--- src/rtl/game_pkg.sv ---
// game_pkg: shared constants for the pipe game play sequencer, score counter,
// collision detector and pipe generators.
package game_pkg;

   // Sequencer state encoding, also driven onto the debug/LED state output
   localparam logic [1:0] ST_IDLE  = 2'b00;
   localparam logic [1:0] ST_PLAY  = 2'b01;
   localparam logic [1:0] ST_DYING = 2'b10;
   localparam logic [1:0] ST_OVER  = 2'b11;

   // Two BCD digits
   localparam int unsigned SCORE_W = 8;

   // Frame ticks spent in the death animation
   localparam int unsigned DEATH_FRAMES_DEF = 90;

   // Column the box lives in; pipes crossing it score a point
   localparam int unsigned BOX_COL = 4;

   // Two-digit BCD increment; 99 rolls to 00 (callers saturate before that)
   function automatic logic [SCORE_W-1:0] bcd_inc(input logic [SCORE_W-1:0] v);
      logic [3:0] lo;
      logic [3:0] hi;
      lo = v[3:0];
      hi = v[7:4];
      if (lo == 4'd9) begin
         lo = 4'd0;
         hi = (hi == 4'd9) ? 4'd0 : hi + 4'd1;
      end else begin
         lo = lo + 4'd1;
      end
      return {hi, lo};
   endfunction

endpackage

--- src/rtl/bcd_score_counter.sv ---
// bcd_score_counter: two-digit BCD score register with synchronous clear,
// increment enable and saturation at SCORE_MAX.
module bcd_score_counter
   import game_pkg::*;
#(
   parameter logic [SCORE_W-1:0] SCORE_MAX = 8'h99
) (
   input  logic               clk_i,
   input  logic               rst_i,
   input  logic               clr_i,
   input  logic               inc_i,
   output logic [SCORE_W-1:0] score_o
);

   logic [SCORE_W-1:0] score_q, score_d;

   // Clear has priority; increments stop once the ceiling is reached
   always_comb begin
      score_d = score_q;
      if (clr_i) begin
         score_d = '0;
      end else if (inc_i && (score_q != SCORE_MAX)) begin
         score_d = bcd_inc(score_q);
      end
   end

   // Score register
   always_ff @(posedge clk_i or posedge rst_i) begin
      if (rst_i) begin
         score_q <= '0;
      end else begin
         score_q <= score_d;
      end
   end

   assign score_o = score_q;

endmodule

--- src/rtl/game_controller.sv ---
// game_controller: play sequencer for the pipe game. Gates pipe motion, clears
// the collision detector, keeps BCD score/high score and times the death
// animation. Define GAME_LIVES_EN to add a lives counter and the lives_left port.
module game_controller
   import game_pkg::*;
#(
   parameter int unsigned        DEATH_FRAMES = DEATH_FRAMES_DEF,
   parameter logic [SCORE_W-1:0] SCORE_MAX    = 8'h99,
   parameter int unsigned        LIVES        = 3
) (
   input  logic               CLOCK_50,
   input  logic               reset,
   input  logic               frame_tick,
   input  logic               start_key,
   input  logic               collided,
   input  logic               pipe_passed,
   output logic               run,
   output logic               clear_hit,
   output logic               game_over,
   output logic [SCORE_W-1:0] score,
   output logic [SCORE_W-1:0] high_score,
`ifdef GAME_LIVES_EN
   output logic [1:0]         lives_left,
`endif
   output logic [1:0]         state
);

   if ((LIVES < 1) || (LIVES > 3) || (DEATH_FRAMES < 1) || (DEATH_FRAMES > 255))
   begin : g_bad_params
      $error("game_controller: LIVES must be 1..3 and DEATH_FRAMES 1..255");
   end

   localparam logic [7:0] DeathInit = 8'(DEATH_FRAMES);

   logic [1:0]         state_q, state_d;
   logic [7:0]         timer_q, timer_d;
   logic [SCORE_W-1:0] high_q, high_d;
   logic               run_q, clear_hit_q, game_over_q, key_q;
   logic               press, hit, revive, score_clr, score_inc;
   logic [SCORE_W-1:0] score_w;

   assign press = start_key & ~key_q;

`ifdef GAME_LIVES_EN
   localparam logic [1:0] LivesInit = 2'(LIVES);
   logic [1:0] lives_q, lives_d;
   logic [1:0] guard_q, guard_d;
   // After a revive the detector still holds its flag for a few clocks
   assign hit = collided & (guard_q == 2'd0);
`else
   assign hit = collided;
`endif

   // Next-state, timer, high score and lives decisions
   always_comb begin
      state_d   = state_q;
      timer_d   = timer_q;
      high_d    = high_q;
      score_clr = 1'b0;
      score_inc = 1'b0;
      revive    = 1'b0;
`ifdef GAME_LIVES_EN
      lives_d   = lives_q;
      guard_d   = guard_q;
`endif
      case (state_q)
         ST_IDLE: begin
            // A press while the flag is still set is dropped, not queued
            if (press && !collided) begin
               state_d   = ST_PLAY;
               score_clr = 1'b1;
`ifdef GAME_LIVES_EN
               lives_d   = LivesInit;
`endif
            end
         end
         ST_PLAY: begin
`ifdef GAME_LIVES_EN
            if (guard_q != 2'd0) guard_d = guard_q - 2'd1;
`endif
            if (hit) begin
               state_d = ST_DYING;
               timer_d = DeathInit;
            end else if (pipe_passed) begin
               score_inc = 1'b1;
            end
         end
         ST_DYING: begin
            if (frame_tick) begin
               timer_d = timer_q - 8'd1;
               if (timer_q == 8'd1) begin
`ifdef GAME_LIVES_EN
                  if (lives_q > 2'd1) begin
                     lives_d = lives_q - 2'd1;
                     state_d = ST_PLAY;
                     revive  = 1'b1;
                     guard_d = 2'd3;
                  end else begin
                     lives_d = 2'd0;
                     state_d = ST_OVER;
                     if (score_w > high_q) high_d = score_w;
                  end
`else
                  state_d = ST_OVER;
                  if (score_w > high_q) high_d = score_w;
`endif
               end
            end
         end
         ST_OVER: begin
            if (press) state_d = ST_IDLE;
         end
         default: state_d = ST_IDLE;
      endcase
   end

   // State, timer, high score and registered outputs (derived from next state)
   always_ff @(posedge CLOCK_50 or posedge reset) begin
      if (reset) begin
         state_q     <= ST_IDLE;
         timer_q     <= 8'd0;
         high_q      <= '0;
         run_q       <= 1'b0;
         clear_hit_q <= 1'b1;
         game_over_q <= 1'b0;
         key_q       <= 1'b0;
      end else begin
         state_q     <= state_d;
         timer_q     <= timer_d;
         high_q      <= high_d;
         run_q       <= (state_d == ST_PLAY);
         clear_hit_q <= (state_d == ST_IDLE) | revive;
         game_over_q <= (state_d == ST_OVER);
         key_q       <= start_key;
      end
   end

`ifdef GAME_LIVES_EN
   // Lives counter and post-revive collision guard
   always_ff @(posedge CLOCK_50 or posedge reset) begin
      if (reset) begin
         lives_q <= LivesInit;
         guard_q <= 2'd0;
      end else begin
         lives_q <= lives_d;
         guard_q <= guard_d;
      end
   end

   assign lives_left = lives_q;
`endif

   bcd_score_counter #(
      .SCORE_MAX (SCORE_MAX)
   ) u_score (
      .clk_i   (CLOCK_50),
      .rst_i   (reset),
      .clr_i   (score_clr),
      .inc_i   (score_inc),
      .score_o (score_w)
   );

   assign run        = run_q;
   assign clear_hit  = clear_hit_q;
   assign game_over  = game_over_q;
   assign score      = score_w;
   assign high_score = high_q;
   assign state      = state_q;

endmodule

--- config.mk ---
export PLATFORM = sky130hd
export DESIGN_NAME = game_controller
export DESIGN_NICKNAME = d
export VERILOG_FILES = /design/src/rtl/game_pkg.sv /design/src/rtl/bcd_score_counter.sv /design/src/rtl/game_controller.sv
export SDC_FILE = /design/constraint.sdc
export NUM_CORES = 1
export LEC_CHECK = 0
export BUFFER_PORTS_ARGS = -buffer_cell sky130_fd_sc_hd__buf_2
export CAP_MARGIN = 20
export CORE_MARGIN = 2
export CORE_UTILIZATION = 30
export DETAILED_ROUTE_END_ITERATION = 12
export GPL_TIMING_DRIVEN = 0
export PLACE_DENSITY = 0.49
export SLEW_MARGIN = 5
export SYNTH_ARGS = -nofsm -noshare
export SYNTH_HDL_FRONTEND = slang
export SYNTH_SLANG_ARGS = --single-unit
--- constraint.sdc ---
create_clock -name CLOCK_50 -period 5.4 [get_ports CLOCK_50]
set_clock_uncertainty 0.1 [all_clocks]
set_input_delay 0.54 -clock CLOCK_50 [delete_from_list [all_inputs] [get_ports CLOCK_50]]
set_output_delay 0.54 -clock CLOCK_50 [all_outputs]
set_load 0.02 [all_outputs]
Word level (Yosys, flattened, before mapping). Cells that the tools add are included.

Add/sub/neg operators: 3. Order comparisons: 1. Equality and inequality tests: 11. Multiplexer cells: 19. Bitwise logic cells: 2. Reduce and logical (&&, ||, !) cells: 11.

Operators with widths (count): 2-to-1 mux 8 bit (4); case mux 8 bit (2 select lines) (1); 2-to-1 mux 4 bit (3); 2-to-1 mux 2 bit (5); adder 4 x 1 -> 4 bit (second input constant) (2); equality test 4 bit (second input constant) (2); equality test 8 x 1 -> 1 bit (second input constant) (1); > comparator 8 bit (1); inequality test 8 bit (second input constant) (1); case mux 2 bit (4 select lines) (1); subtractor 8 x 1 -> 8 bit (second input constant) (1); equality test 2 bit (second input constant) (3); nonzero test 2 bit (3); 2-to-1 mux 1 bit (5); equality test 2 x 1 -> 1 bit (second input constant) (2); logical NOT 2 bit (2); inequality test 2 bit (second input constant) (2); AND reduction 4 bit (1); AND reduction 3 bit (1); logical AND 1 bit (2); AND reduction 2 bit (1); bitwise AND 1 bit (1); logical NOT 1 bit (1); NOT 1 bit (1).

Register bits after elaboration: 30. Input bits: 6. Output and inout port bits: 21. Word-level logic and storage cells: 56.

Longest topological paths before layout.
Depth after elaboration: 7. Depth in mapped cells: 7. Depth with buffers taken out: 7.

Modules after synthesis. From an unflattened synthesis, not the netlist that was laid out.

Cells, all modules: 169. Area total of the unflattened synthesis: 1719.1 µm².

By module, submodules not included: game_controller (instances 1, cells each 119, area an instance 1228.7 µm², sequential area each 551.8 µm²); bcd_score_counter (instances 1, cells each 50, area an instance 490.5 µm², sequential area each 200.2 µm²).

Worst setup path before layout. Ideal clock, no wire load.

Kind: register to register. Start point: register u_score.score_q[1], in the netlist u_score.score_o[1]. End point: register high_q[0], in the netlist high_score[0]. Setup time: 0.125 ns. Data arrival time: 1.933 ns. Data required time: 5.175 ns. Path slack: 3.242 ns. Cell stages (with the launch flop): 7. Path buffers: 0. Clock period less this slack: 2.158 ns. Path through: dfrtp_1 ha_1 nor2b_1 o211ai_1 a21oi_1 o221ai_4 mux2_2.

Word-level cells in the longest chain between the ends: 2.

Ends and longest elaborated chain: start, declared (line bcd_score_counter.sv:15) `logic [SCORE_W-1:0] score_q, score_d;`; start signal, assigned (line bcd_score_counter.sv:32) `score_q <= score_d;`; > comparator 8 bit (line game_controller.sv:105) `if (score_w > high_q) high_d = score_w;`; AND reduction 4 bit (no line); end signal, assigned (line game_controller.sv:130) `high_q <= high_d;`; end, declared (line game_controller.sv:37) `logic [SCORE_W-1:0] high_q, high_d;`.

No other way between the ends. A chain may end at the register's enable or synchronous reset.

Worst setup path in the final report.
Start point: register u_score.score_q[1], in the netlist u_score.score_o[1]. End point: register high_q[2], in the netlist high_score[2].

The elaborated chain is that of the path after synthesis.

==> flow_metrics.tcl <==
set metrics [dict create \
    critPathLaunchType "register" \
    drc 0 \
    synth_edf_count 0 \
    cts_made_buffers 5 \
    vias 1264 \
    critPathKind "register to register" \
    vias_per_cell 4.75 \
    yosysUniqueCellTypes 43 \
    crit_required_ps 5470 \
    io_pins 27 \
    place_hpwl_um 2550 \
    drt_wl_total_um 3330 \
    clk_latency_ps 280 \
    areaGrowthSynthToFinish_pct 22.8 \
    report.final.hold_viol_count 0 \
    clock_path_buffers 2 \
    setup-tns-final_ps 0 \
    slew_violations 0 \
    syn_area_per_cell_um2 10.8 \
    fp.dieH_um 79.5 \
    rows 27 \
    postCtsSetupBuffers 0 \
    place_ws_ps 3170 \
    peakVddDrop_uv 241 \
    grt-ovfl-total 0 \
    antenna_cells 0 \
    seqPwrFrac_pct 39.8 \
    fmax_mhz 451 \
    h-tree-depth 2 \
    path_clk_slew_ps 70 \
    dr.pass1.iters 4 \
    ctsHoldBuffers 0 \
    leakage_nw 0.973 \
    drt-initial-drc-count 70 \
    post-route-period-util_pct 41.0 \
    period_needed_ps 2210 \
    reg2reg_slack_ps 3190 \
    antenna_found_initial 0 \
    drtAntennaViolNets 0 \
    layout_commonest_cell "dfrtp_1" \
    cts-root-buf "clkbuf_8" \
    worst_slew_pin_slew_ps 588 \
    fin_nets 209 \
    synth_ff_type "dfrtp_1" \
    synthArstFlopShare_pct 100 \
    endpoint_kind "register" \
    gp_congestion 0.718 \
    layout_common_cells "dfrtp_1, buf_2, nand2_1, inv_1" \
    p_switching_mw 0.309 \
    die_w_um 79.5 \
    cts_tree "done" \
    rsz0062_at_grt "false" \
    outcome "complete, no violations" \
    setup_slack_ps 3190 \
    fill_cells 552 \
    yosysWarnings 0 \
    p_int_mw 0.585 \
    hold_path_class "input port to asynchronous set/reset pin" \
    syn_area_mm2 0.00171 \
    initial_core_util_pct 31.1 \
    coreArea_mm2 0.00551 \
    timing.hold.ws_ps 209 \
    dieArea_mm2 0.00632 \
    clkPwrFrac_pct 31.7 \
    power_frac_comb_pct 28.5 \
    maxSlewHeadroom_pct 60.8 \
    critical_path_arrival_ps 2280 \
    cts_resized 0 \
    grt_max_degree 19 \
    grt_pass1_wl_um 5930 \
    synthesis.nets 175 \
    ys_ff_latch 30 \
    crit_fanout 9 \
    setup_viol 0 \
    clock-sinks 30 \
    powerDensity_mw_per_mm2 425 \
    ys_seq_area_share_pct 44.0 \
    wl_per_cell_um 12.5 \
    drive_gt1_share_pct 29.9 \
    netlist_instances 159 \
    first_global_vias 1257 \
    swShare_pct 34.6 \
    drv_cap 0 \
    grtUsageTotal_pct 12.0 \
    numPortBuffers 26 \
]
## synth_stat cells, types with 2 or more instances
cell type	instances	area (um2)
dfrtp_1	29	726
nand2_1	15	56.3
inv_1	13	48.8
a21oi_1	10	50.1
ha_1	10	125
nor2_1	10	37.5
mux2_2	6	67.6
xnor2_1	6	52.6
nand2b_1	5	31.3
o21ai_0	5	25.0
mux2i_1	3	30.0
nand4_1	3	18.8
nor3_1	3	15.0
xor2_1	3	26.3
buf_2	2	10.0
nand3_1	2	10.0
nand3b_1	2	15.0
nor2_4	2	22.5
nor2b_1	2	12.5
nor3_2	2	20.0
nor3b_2	2	25.0
nor4_1	2	12.5
nor4_4	2	42.5
## layout make-up
class | instances | area (um2) | share of cell area [%]
clock inverter | 2 | 60.1 | 2.86
clock buffer | 6 | 82.6 | 3.93
buffer | 3 | 21.3 | 1.01
timing repair buffer | 27 | 158 | 7.50
multi-input combinational | 113 | 888 | 42.3
tap | 72 | 90.1 | 4.29
inverter | 13 | 48.8 | 2.32
sequential | 30 | 752 | 35.8
## sequential cells by signal, summed over array words and instances, names as in the netlist
name / cells
run: 1
high_score: 8
game_over: 1
state: 2
u_score.score_o: 8
timer_q: 8
clear_hit: 1
key_q: 1
## worst paths after layout
path | end | depth (start not counted) | startpoint
setup reg to reg | high_score[2] | 6 | u_score.score_o[1]
setup / recovery | high_score[2] | 6 | u_score.score_o[1]
hold reg to reg | high_score[3] | 1 | high_score[3]
max in group asynchronous | clear_hit | 3 | reset
min in group CLOCK_50 | key_q | 1 | start_key
hold / removal | u_score.score_o[5] | 2 | reset
## metal layers
metal	vias to the layer above	global-route usage [%]	share of wire, %
met4	0	4.66	0.93
li1	624	-	-
met5	-	0	0
met1	607	16.8	50
met3	4	2.71	5.3
met2	29	18.0	44
## power by group through the flow
stage | clock network (mW) | logic (mW) | registers, mW
6_report | 0.283 | 0.255 | 0.355
5_1_grt | 0.302 | 0.289 | 0.364
4_1_cts | 0.293 | 0.260 | 0.355
3_5_place_dp | 0 | 0.259 | 0.359
3_3_place_gp | 0 | 0.255 | 0.359
2_1_floorplan | 0 | 0.163 | 0.378
## metrics by stage
step / area (um2) / cells / utilization, % / power [mW]
after global routing: 2100 / 266 / 38.2 / 0.956
after global placement: 1930 / 257 / 35.1 / 0.615
final: 2100 / 266 / 38.2 / 0.893
after detailed placement: 1960 / 258 / 35.6 / 0.619
after floorplan: 1710 / 159 / - / 0.541
after CTS: 2100 / 266 / 38.2 / 0.908
## critical path: stages (launching register included)
cell	delay (ps)
dfrtp_1	500
ha_1	350
nor2b_1	130
o211ai_1	150
a21oi_1	120
o221ai_4	360
mux2_2	380
## cells by family (layout without fill, tap and decap cells)
| kind of cell | after synthesis | count (layout) | synth area share, % |
|---|---|---|---|
| and+or+nand+nor | 60 | 60 | 23.9 |
| DFF | 30 | 30 | 44.0 |
| AOI/OAI and AO/OA | 25 | 25 | 10.4 |
| buffers and inverters | 16 | 51 | 4.10 |
| adders and majority gates | 10 | 10 | 7.32 |
| xor gates and xnor gates | 9 | 9 | 4.61 |
| muxes | 9 | 9 | 5.71 |
(Power assumes the default switching activity.)
